### src/rtl/ble_packet_deframer.sv
// BLE packet deframer: finds the access address in the recovered bit stream,
// dewhitens the PDU, emits header and payload bytes, and checks the CRC-24.
//
// Ports
//   clk          system clock, all logic on its rising edge
//   rst          asynchronous active-low reset
//   update       recovered-bit clock; each rising edge carries one bit
//   value        demodulated bit, sampled on the update rising edge
//   access_addr  target access address (air order LSB first)
//   aa_tol       maximum Hamming distance accepted as an address match
//   channel      BLE channel index seeding the dewhitening LFSR
//   crc_init     CRC-24 preset value
//   byte_out     dewhitened header/payload byte, LSB = first air bit
//   byte_valid   one-cycle strobe qualifying byte_out
//   pkt_start    one-cycle pulse on access-address match
//   pkt_len      payload length from header byte 1
//   pkt_done     one-cycle pulse at end of packet or length abort
//   crc_ok       CRC result, valid at pkt_done, held until next pkt_start
//   len_err      length above MAX_LEN, valid at pkt_done, held likewise
module ble_packet_deframer #(
  parameter int unsigned MAX_LEN = 37
) (
  input  logic        clk,
  input  logic        rst,
  input  logic        update,
  input  logic        value,
  input  logic [31:0] access_addr,
  input  logic [2:0]  aa_tol,
  input  logic [5:0]  channel,
  input  logic [23:0] crc_init,
  output logic [7:0]  byte_out,
  output logic        byte_valid,
  output logic        pkt_start,
  output logic [7:0]  pkt_len,
  output logic        pkt_done,
  output logic        crc_ok,
  output logic        len_err
);

  localparam int unsigned AA_W   = 32;
  localparam int unsigned FILL_W = 6;
  localparam int unsigned DIST_W = 6;
  localparam int unsigned CNT_W  = 11;
  localparam int unsigned CRC_W  = 24;
  localparam int unsigned WH_W   = 7;
  localparam int unsigned BYTE_W = 8;

  localparam logic [CRC_W-1:0]  CRC_POLY  = 24'h00065B;
  localparam logic [FILL_W-1:0] FILL_FULL = FILL_W'(AA_W);
  localparam logic [CNT_W-1:0]  HDR_LAST  = CNT_W'(15);
  localparam logic [CNT_W-1:0]  CRC_LAST  = CNT_W'(23);

  typedef enum logic [2:0] {
    S_SEARCH,
    S_HEADER,
    S_PAYLOAD,
    S_CRC,
    S_DONE
  } state_e;

  // Number of set bits in the address-compare difference vector.
  function automatic logic [DIST_W-1:0] popcount(input logic [AA_W-1:0] x);
    logic [DIST_W-1:0] n;
    n = '0;
    for (int i = 0; i < int'(AA_W); i++) begin
      n = n + DIST_W'(x[i]);
    end
    return n;
  endfunction

  state_e              state_q, state_d;
  logic                update_q;
  logic [AA_W-1:0]     window_q, window_d;
  logic [FILL_W-1:0]   fill_q, fill_d;
  logic [WH_W-1:0]     whiten_q, whiten_d;
  logic [CRC_W-1:0]    crc_q, crc_d;
  logic [BYTE_W-1:0]   byte_sr_q, byte_sr_d;
  logic [CNT_W-1:0]    bit_cnt_q, bit_cnt_d;
  logic [BYTE_W-1:0]   byte_out_q, byte_out_d;
  logic                byte_valid_q, byte_valid_d;
  logic                pkt_start_q, pkt_start_d;
  logic [BYTE_W-1:0]   pkt_len_q, pkt_len_d;
  logic                pkt_done_q, pkt_done_d;
  logic                crc_ok_q, crc_ok_d;
  logic                len_err_q, len_err_d;

  // Per-bit datapath terms, only consumed when bit_stb_c is high.
  logic                bit_stb_c;
  logic                d_bit_c;
  logic [AA_W-1:0]     win_next_c;
  logic [FILL_W-1:0]   fill_next_c;
  logic                aa_match_c;
  logic [CRC_W-1:0]    crc_next_c;
  logic [WH_W-1:0]     whiten_next_c;
  logic [BYTE_W-1:0]   byte_next_c;
  logic                byte_last_c;
  logic [CNT_W-1:0]    pay_last_c;
  logic                len_over_c;

  assign bit_stb_c   = update & ~update_q;
  assign d_bit_c     = value ^ whiten_q[WH_W-1];
  assign win_next_c  = {value, window_q[AA_W-1:1]};
  assign fill_next_c = (fill_q == FILL_FULL) ? FILL_FULL : fill_q + FILL_W'(1);
  assign aa_match_c  = (fill_next_c == FILL_FULL) &&
                       (popcount(win_next_c ^ access_addr) <= DIST_W'(aa_tol));

  // CRC-24 shifts MSB out; the received CRC field drives the register to zero.
  assign crc_next_c  = {crc_q[CRC_W-2:0], 1'b0} ^
                       ((d_bit_c ^ crc_q[CRC_W-1]) ? CRC_POLY : '0);

  // Whitening LFSR x^7 + x^4 + 1, output taken from w[6].
  assign whiten_next_c = {whiten_q[5], whiten_q[4], whiten_q[3] ^ whiten_q[6],
                          whiten_q[2], whiten_q[1], whiten_q[0], whiten_q[6]};

  assign byte_next_c = {d_bit_c, byte_sr_q[BYTE_W-1:1]};
  assign byte_last_c = (bit_cnt_q[2:0] == 3'd7);
  // Last payload bit index is pkt_len*8-1; pkt_len is nonzero in PAYLOAD.
  assign pay_last_c  = {pkt_len_q - 8'd1, 3'b111};
  assign len_over_c  = 32'(byte_next_c) > MAX_LEN;

  // Next-state and output logic.
  always_comb begin
    state_d      = state_q;
    window_d     = window_q;
    fill_d       = fill_q;
    whiten_d     = whiten_q;
    crc_d        = crc_q;
    byte_sr_d    = byte_sr_q;
    bit_cnt_d    = bit_cnt_q;
    byte_out_d   = byte_out_q;
    byte_valid_d = 1'b0;
    pkt_start_d  = 1'b0;
    pkt_len_d    = pkt_len_q;
    pkt_done_d   = 1'b0;
    crc_ok_d     = crc_ok_q;
    len_err_d    = len_err_q;

    // Common per-bit work for every state that consumes PDU bits.
    if (bit_stb_c && (state_q == S_HEADER || state_q == S_PAYLOAD || state_q == S_CRC)) begin
      whiten_d  = whiten_next_c;
      crc_d     = crc_next_c;
      byte_sr_d = byte_next_c;
      bit_cnt_d = bit_cnt_q + CNT_W'(1);
    end

    case (state_q)
      S_SEARCH: begin
        if (bit_stb_c) begin
          window_d = win_next_c;
          fill_d   = fill_next_c;
          if (aa_match_c) begin
            state_d     = S_HEADER;
            pkt_start_d = 1'b1;
            crc_ok_d    = 1'b0;
            len_err_d   = 1'b0;
            // w[0]=1, w[1..6] = channel[5..0]
            whiten_d    = {channel[0], channel[1], channel[2], channel[3],
                           channel[4], channel[5], 1'b1};
            crc_d       = crc_init;
            byte_sr_d   = '0;
            bit_cnt_d   = '0;
          end
        end
      end

      S_HEADER: begin
        if (bit_stb_c) begin
          if (byte_last_c) begin
            byte_out_d   = byte_next_c;
            byte_valid_d = 1'b1;
          end
          if (bit_cnt_q == HDR_LAST) begin
            pkt_len_d = byte_next_c;
            bit_cnt_d = '0;
            if (len_over_c) begin
              state_d    = S_DONE;
              pkt_done_d = 1'b1;
              len_err_d  = 1'b1;
              crc_ok_d   = 1'b0;
            end else if (byte_next_c == '0) begin
              state_d = S_CRC;
            end else begin
              state_d = S_PAYLOAD;
            end
          end
        end
      end

      S_PAYLOAD: begin
        if (bit_stb_c) begin
          if (byte_last_c) begin
            byte_out_d   = byte_next_c;
            byte_valid_d = 1'b1;
          end
          if (bit_cnt_q == pay_last_c) begin
            state_d   = S_CRC;
            bit_cnt_d = '0;
          end
        end
      end

      S_CRC: begin
        if (bit_stb_c && bit_cnt_q == CRC_LAST) begin
          state_d    = S_DONE;
          pkt_done_d = 1'b1;
          crc_ok_d   = (crc_next_c == '0);
          bit_cnt_d  = '0;
        end
      end

      // pkt_done is high this cycle; any bit strobe here is dropped.
      S_DONE: begin
        state_d  = S_SEARCH;
        window_d = '0;
        fill_d   = '0;
      end

      default: begin
        state_d  = S_SEARCH;
        window_d = '0;
        fill_d   = '0;
      end
    endcase
  end

  // State and datapath registers.
  always_ff @(posedge clk or negedge rst) begin
    if (!rst) begin
      state_q      <= S_SEARCH;
      update_q     <= 1'b0;
      window_q     <= '0;
      fill_q       <= '0;
      whiten_q     <= '0;
      crc_q        <= '0;
      byte_sr_q    <= '0;
      bit_cnt_q    <= '0;
      byte_out_q   <= '0;
      byte_valid_q <= 1'b0;
      pkt_start_q  <= 1'b0;
      pkt_len_q    <= '0;
      pkt_done_q   <= 1'b0;
      crc_ok_q     <= 1'b0;
      len_err_q    <= 1'b0;
    end else begin
      state_q      <= state_d;
      update_q     <= update;
      window_q     <= window_d;
      fill_q       <= fill_d;
      whiten_q     <= whiten_d;
      crc_q        <= crc_d;
      byte_sr_q    <= byte_sr_d;
      bit_cnt_q    <= bit_cnt_d;
      byte_out_q   <= byte_out_d;
      byte_valid_q <= byte_valid_d;
      pkt_start_q  <= pkt_start_d;
      pkt_len_q    <= pkt_len_d;
      pkt_done_q   <= pkt_done_d;
      crc_ok_q     <= crc_ok_d;
      len_err_q    <= len_err_d;
    end
  end

  assign byte_out   = byte_out_q;
  assign byte_valid = byte_valid_q;
  assign pkt_start  = pkt_start_q;
  assign pkt_len    = pkt_len_q;
  assign pkt_done   = pkt_done_q;
  assign crc_ok     = crc_ok_q;
  assign len_err    = len_err_q;

endmodule
### config.mk
export PLATFORM = sky130hd
export DESIGN_NAME = ble_packet_deframer
export DESIGN_NICKNAME = d
export VERILOG_FILES = /design/src/rtl/ble_packet_deframer.sv
export SDC_FILE = /design/constraint.sdc
export NUM_CORES = 1
export LEC_CHECK = 0
export ABC_AREA = 1
export BUFFER_PORTS_ARGS = -buffer_cell sky130_fd_sc_hd__buf_2
export CORE_ASPECT_RATIO = 0.7
export CORE_MARGIN = 8
export CORE_UTILIZATION = 46
export DETAILED_ROUTE_END_ITERATION = 8
export PLACE_DENSITY_LB_ADDON = 0.15
export SYNTH_ARGS = -nofsm -noshare
export SYNTH_HDL_FRONTEND = slang
export SYNTH_SLANG_ARGS = --single-unit
### constraint.sdc
create_clock -name clk -period 7.5 [get_ports clk]
set_input_delay 1.5 -clock clk [delete_from_list [all_inputs] [get_ports clk]]
set_output_delay 1.5 -clock clk [all_outputs]
set_load 0.005 [all_outputs]
# Yosys cells after proc, flatten, opt, wreduce, memory -nomap -nowiden
# Cells that the tools add are included.
[totals]
reg_bits = 113
in_bits = 69
out_inout_bits = 21
elab_cells = 153
[classes]
addsub = 34
n_lt_le_gt_ge = 2
eq_ne = 17
mux = 59
bitwise_logic = 8
reduce_logical = 18
[op_table]
columns = ["cell", "count"]
rows = [
  ["adder 6 x 1 -> 6 bit", 26],
  ["2-to-1 mux 11 bit", 9],
  ["2-to-1 mux 24 bit", 4],
  ["case mux 32 bit (2 select lines)", 1],
  ["case mux 11 bit (4 select lines)", 1],
  ["2-to-1 mux 32 bit", 1],
  ["2-to-1 mux 8 bit", 4],
  ["XOR 32 bit", 1],
  ["2-to-1 mux 7 bit", 4],
  ["zero test 24 bit", 1],
  ["2-to-1 mux 3 bit", 8],
  ["XOR 24 x 11 -> 24 bit", 1],
  ["2-to-1 mux 1 bit", 20],
  ["AND reduction 7 bit", 2],
  ["equality test 6 bit (second input constant)", 2],
  ["2-to-1 mux 6 bit", 2],
  ["case mux 3 bit (4 select lines)", 1],
  ["case mux 6 bit (2 select lines)", 1],
  ["adder 11 x 1 -> 11 bit (second input constant)", 1],
  ["equality test 11 bit", 1],
  ["equality test 11 x 4 -> 1 bit (second input constant)", 1],
  ["equality test 11 x 5 -> 1 bit (second input constant)", 1],
  ["!= test 2 bit (second input constant)", 5],
  ["> comparator 8 x 6 -> 1 bit (second input constant)", 1],
  ["other kinds (28)", 39],
]

# Logic depth before layout (Yosys ltp)
[logic_depth]
ltp_word = 37
ltp_mapped = 26

# Worst setup path before layout
# OpenSTA, ideal clock, no wires.
[synth_path]
path_type = "input-to-reg"
from = "in access_addr[19]"
to = "reg crc_q[15]"
t_arrival_ns = 6.829
required_time_ns = 7.374
path_slack_ns = 0.545
cell_stages = 25
cell_sequence = "xnor2_1 fa_1 fa_1 inv_1 fa_1 inv_1 fa_1 fa_1 inv_1 fa_1 ha_1 inv_1 fa_1 xnor2_1 ha_1 a21oi_1 nand2_1 nand2_1 nand3_1 nor2_1 nand4_1 buf_4 buf_6 nand2_1 o21ai_1"
[synth_via]
elab_chain_cells = 19
[synth_lines]
columns = ["element", "line", "source"]
rows = [
  ["start, declared", "27", "input logic [31:0] access_addr,"],
  ["XOR 32 bit", "105", "(popcount(win_next_c ^ access_addr) <= DIST_W'(aa_tol));"],
  ["adder 6 x 1 -> 6 bit (13 in series)", "66", "n = n + DIST_W'(x[i]);"],
  ["less-or-equal comparator 6 x 3 -> 1 bit", "105", ""],
  ["logical AND 1 bit", "104", "assign aa_match_c = (fill_next_c == FILL_FULL) &&"],
  ["2-to-1 mux 24 bit", "151", "if (aa_match_c) begin"],
  ["2-to-1 mux 24 bit", "148", "if (bit_stb_c) begin"],
  ["2-to-1 mux 24 bit", "146", "case (state_q)"],
  ["net crc_d[15]", "76", "logic [CRC_W-1:0] crc_q, crc_d;"],
  ["end signal, assigned", "250", "crc_q <= crc_d;"],
  ["end, declared", "76", ""],
]
# The timed path passes the listed nets, and every way through them passes these cells.
# A chain may end at the register's enable or synchronous reset.

==> metrics.txt <==
status completed; period utilization 93.77%; CP top delay family adder cells; num ports 90; Slew headroom 49.07%; Synth cell types 33; GP Congestion 0.8390; # H-tree levels 3; CTS tree yes; Worst Path Required 7740 ps; GRT overflow 0; fill count 1,407; cell taking the most area after synthesis dfrtp_1; Crit Path Max Fanout 5; Worst Min Path Start byte_out[6]; drt wl/cell 13.02 um; Total Routed Length 14.40 mm; Die W 159.9 um; Lkg Pwr 3.991 nW; critical path startpoint category input port; register area 2778 um2; Power Density 284.7 nW/um2; hold path cells 2; hold endpoint byte_out[6]; sequential share of the synthesized area 41.67%; vias in the first global route 4,920; Placed Area 7271 um2; reg-to-reg startpoint window_q[20]; CTS clk-pin slew, worst paths 70 ps; DP HPWL 10.74 mm; die area 18,660 um2; Hold WS 479.4 ps; number of DRC markers in iteration 0 320; worst setup path class input port to flip-flop; Max IR drop VDD 0.1697 mV; clk sinks 111; TritonCTS buffer count 9; hold_buf cts 0; Max clock buf depth 2; most frequent CP cell fa_1; EDFF count, synth 0; Arrival @ worst endpoint 7280 ps; via/cell ratio 4.618; Syn Area/Cell 7.993 um2; largest net degree at the start of global routing 69; Nets 1,021; # DRC 0; CTS resizes 0; first-pass GRT wire length 24.70 mm; Cell Rows 36; GRT Resource Usage Total 16.11%; predominant post-synthesis flop cell dfrtp_1; Core ar. 14,050 um2; FF+latch count, synth 111; Fin Setup TNS 0 ps; DRT antenna net count 0; Yosys top cell area share 41.67%; layout cell share with drive strength beyond 1 13.10%; initial antenna violation count 0; post-synthesis async set-or-reset flop share 100.0%; Multi-input gate area 3089 um2; design area 7545 um2; RSZ-0062 raised after global routing no; final hold vios 0; Ant. Diodes 0; synth-to-layout area growth 13.18%; Final min period 7033 ps; Hold WC Path Type flip-flop to flip-flop; # Post-CTS Setup Buffers 0; initial core utilization 47.44%; Finished Layout Cells 1,106; synth warn 0; synthesized cell area 6666 um2; fin util 53.69%; max-slew violation count 0; worst slew pin tran 764.0 ps; Clk Latency, worst-skew pair 350 ps; Worst R2R End pkt_done; routed vias 5,108; fmax 142.2 MHz; final setup vio count 0; CP max stage delay 560 ps; clk root buf clkbuf_16; Gate Count Post-Synth 834; CP Capture Type flip-flop; Slowest cell on crit path fa_1; CP bufs+invs 5; top cells by area, synth dfrtp_1 42%, nand2_1 11%, inv_1 9.8%; r2r setup slk 1340 ps; Post-Place Cells 1,091; Port-buffer cells 89; Max Cap Viol 0; Final Skew 6.736 ps; Register-to-Register Path Depth 24; drt pass-1 iters 4; Syn Nets 943; Vert. Die Dim 116.7 um
state kept, by name, summed over array words and instances (netlist names):
name / flops
state_q: 3
whiten_q: 7
fill_q: 6
crc_ok: 1
update_q: 1
crc_q: 24
byte_out: 8
bit_cnt_q: 11
len_err: 1
window_q: 31
pkt_len: 8
pkt_done: 1
byte_sr_q: 7
pkt_start: 1
byte_valid: 1
cell type report:
type                    count  share of cell area (%)
clock buffers              11                   3.217
inverters                 176                   8.756
clock inverters             4                  0.4146
well taps                 190                   3.151
flip-flops and latches    111                   36.82
multi-input cells         519                   40.95
repair buffers             95                   6.700
kinds of logic after synthesis:
| logic type | Yosys count | synth area share (%) |
|---|---|---|
| simple gates | 301 | 18.79 |
| buf+inv | 204 | 12.05 |
| flops | 111 | 41.67 |
| compound gates | 125 | 10.32 |
| fa+ha+maj | 40 | 10.21 |
| xor+xnor | 53 | 6.963 |
placed cells by master (no fill, tap or decap), types with 6 or more instances in the layout:
cell type,netlist,layout
buf_2,6,88
buf_4,2,6
clkbuf_16,0,9
dfrtp_1,111,111
fa_1,24,24
ha_1,16,16
inv_1,174,174
nand2_1,201,201
nand3_1,31,31
nand4_1,13,13
nor2_1,38,38
nor3_1,8,8
o21ai_0,70,70
o21ai_1,11,10
o22ai_1,35,35
xnor2_1,34,34
xor2_1,19,19
metrics by stage:
| stage | power [mW] | worst slack, ps |
|---|---|---|
| floorplan | 1.490 | 545.0 |
| global placement | 1.704 | 223.6 |
| detailed placement | 1.713 | 80.93 |
| CTS | 2.175 | 453.6 |
| global route | 2.382 | 122.4 |
| finish | 2.148 | 467.0 |
power by group:
part           internal (mW)  switching (mW)  leakage (nW)
clock                  0.235           0.219         0.130
sequential             0.691          0.0648          1.47
combinational          0.420           0.519          2.40
metal layers:
metal	GRT usage (%)	up-vias	wire length (um)
li1	-	2723	-
met1	24.94	2280	8036
met2	22.18	99	5702
met3	4.014	6	582
met4	2.792	0	74
met5	0	-	0
cells in the mapped netlist, drive strengths merged (2+ instances only):
cell	n
nor4	2
nand3	32
xnor2	34
o22ai	35
inv	176
clkbuf	17
nand2	203
buf	11
xor2	19
nand4	13
nor3	8
ha	16
nor2	39
a21oi	3
fa	24
o21ai	84
dfrtp	111
worst min-delay path: cells and delay by family, from the launching register on:
kind / cells / cell delay, ps
simple gates: 1 / 50
compound gates: 1 / 60
flops: 1 / 340
how the worst max path moves through the flow:
| stage | start | to | depth (start not counted) |
|---|---|---|---|
| after floorplan | access_addr[19] | crc_q[15] | 25 |
| after global placement | access_addr[19] | whiten_q[4] | 25 |
| after detailed placement | access_addr[19] | state_q[0] | 26 |
| after CTS | access_addr[19] | bit_cnt_q[1] | 27 |
| after global routing | access_addr[17] | bit_cnt_q[1] | 27 |
| final | access_addr[19] | pkt_done | 25 |
Power figures use the tool's default switching activity.
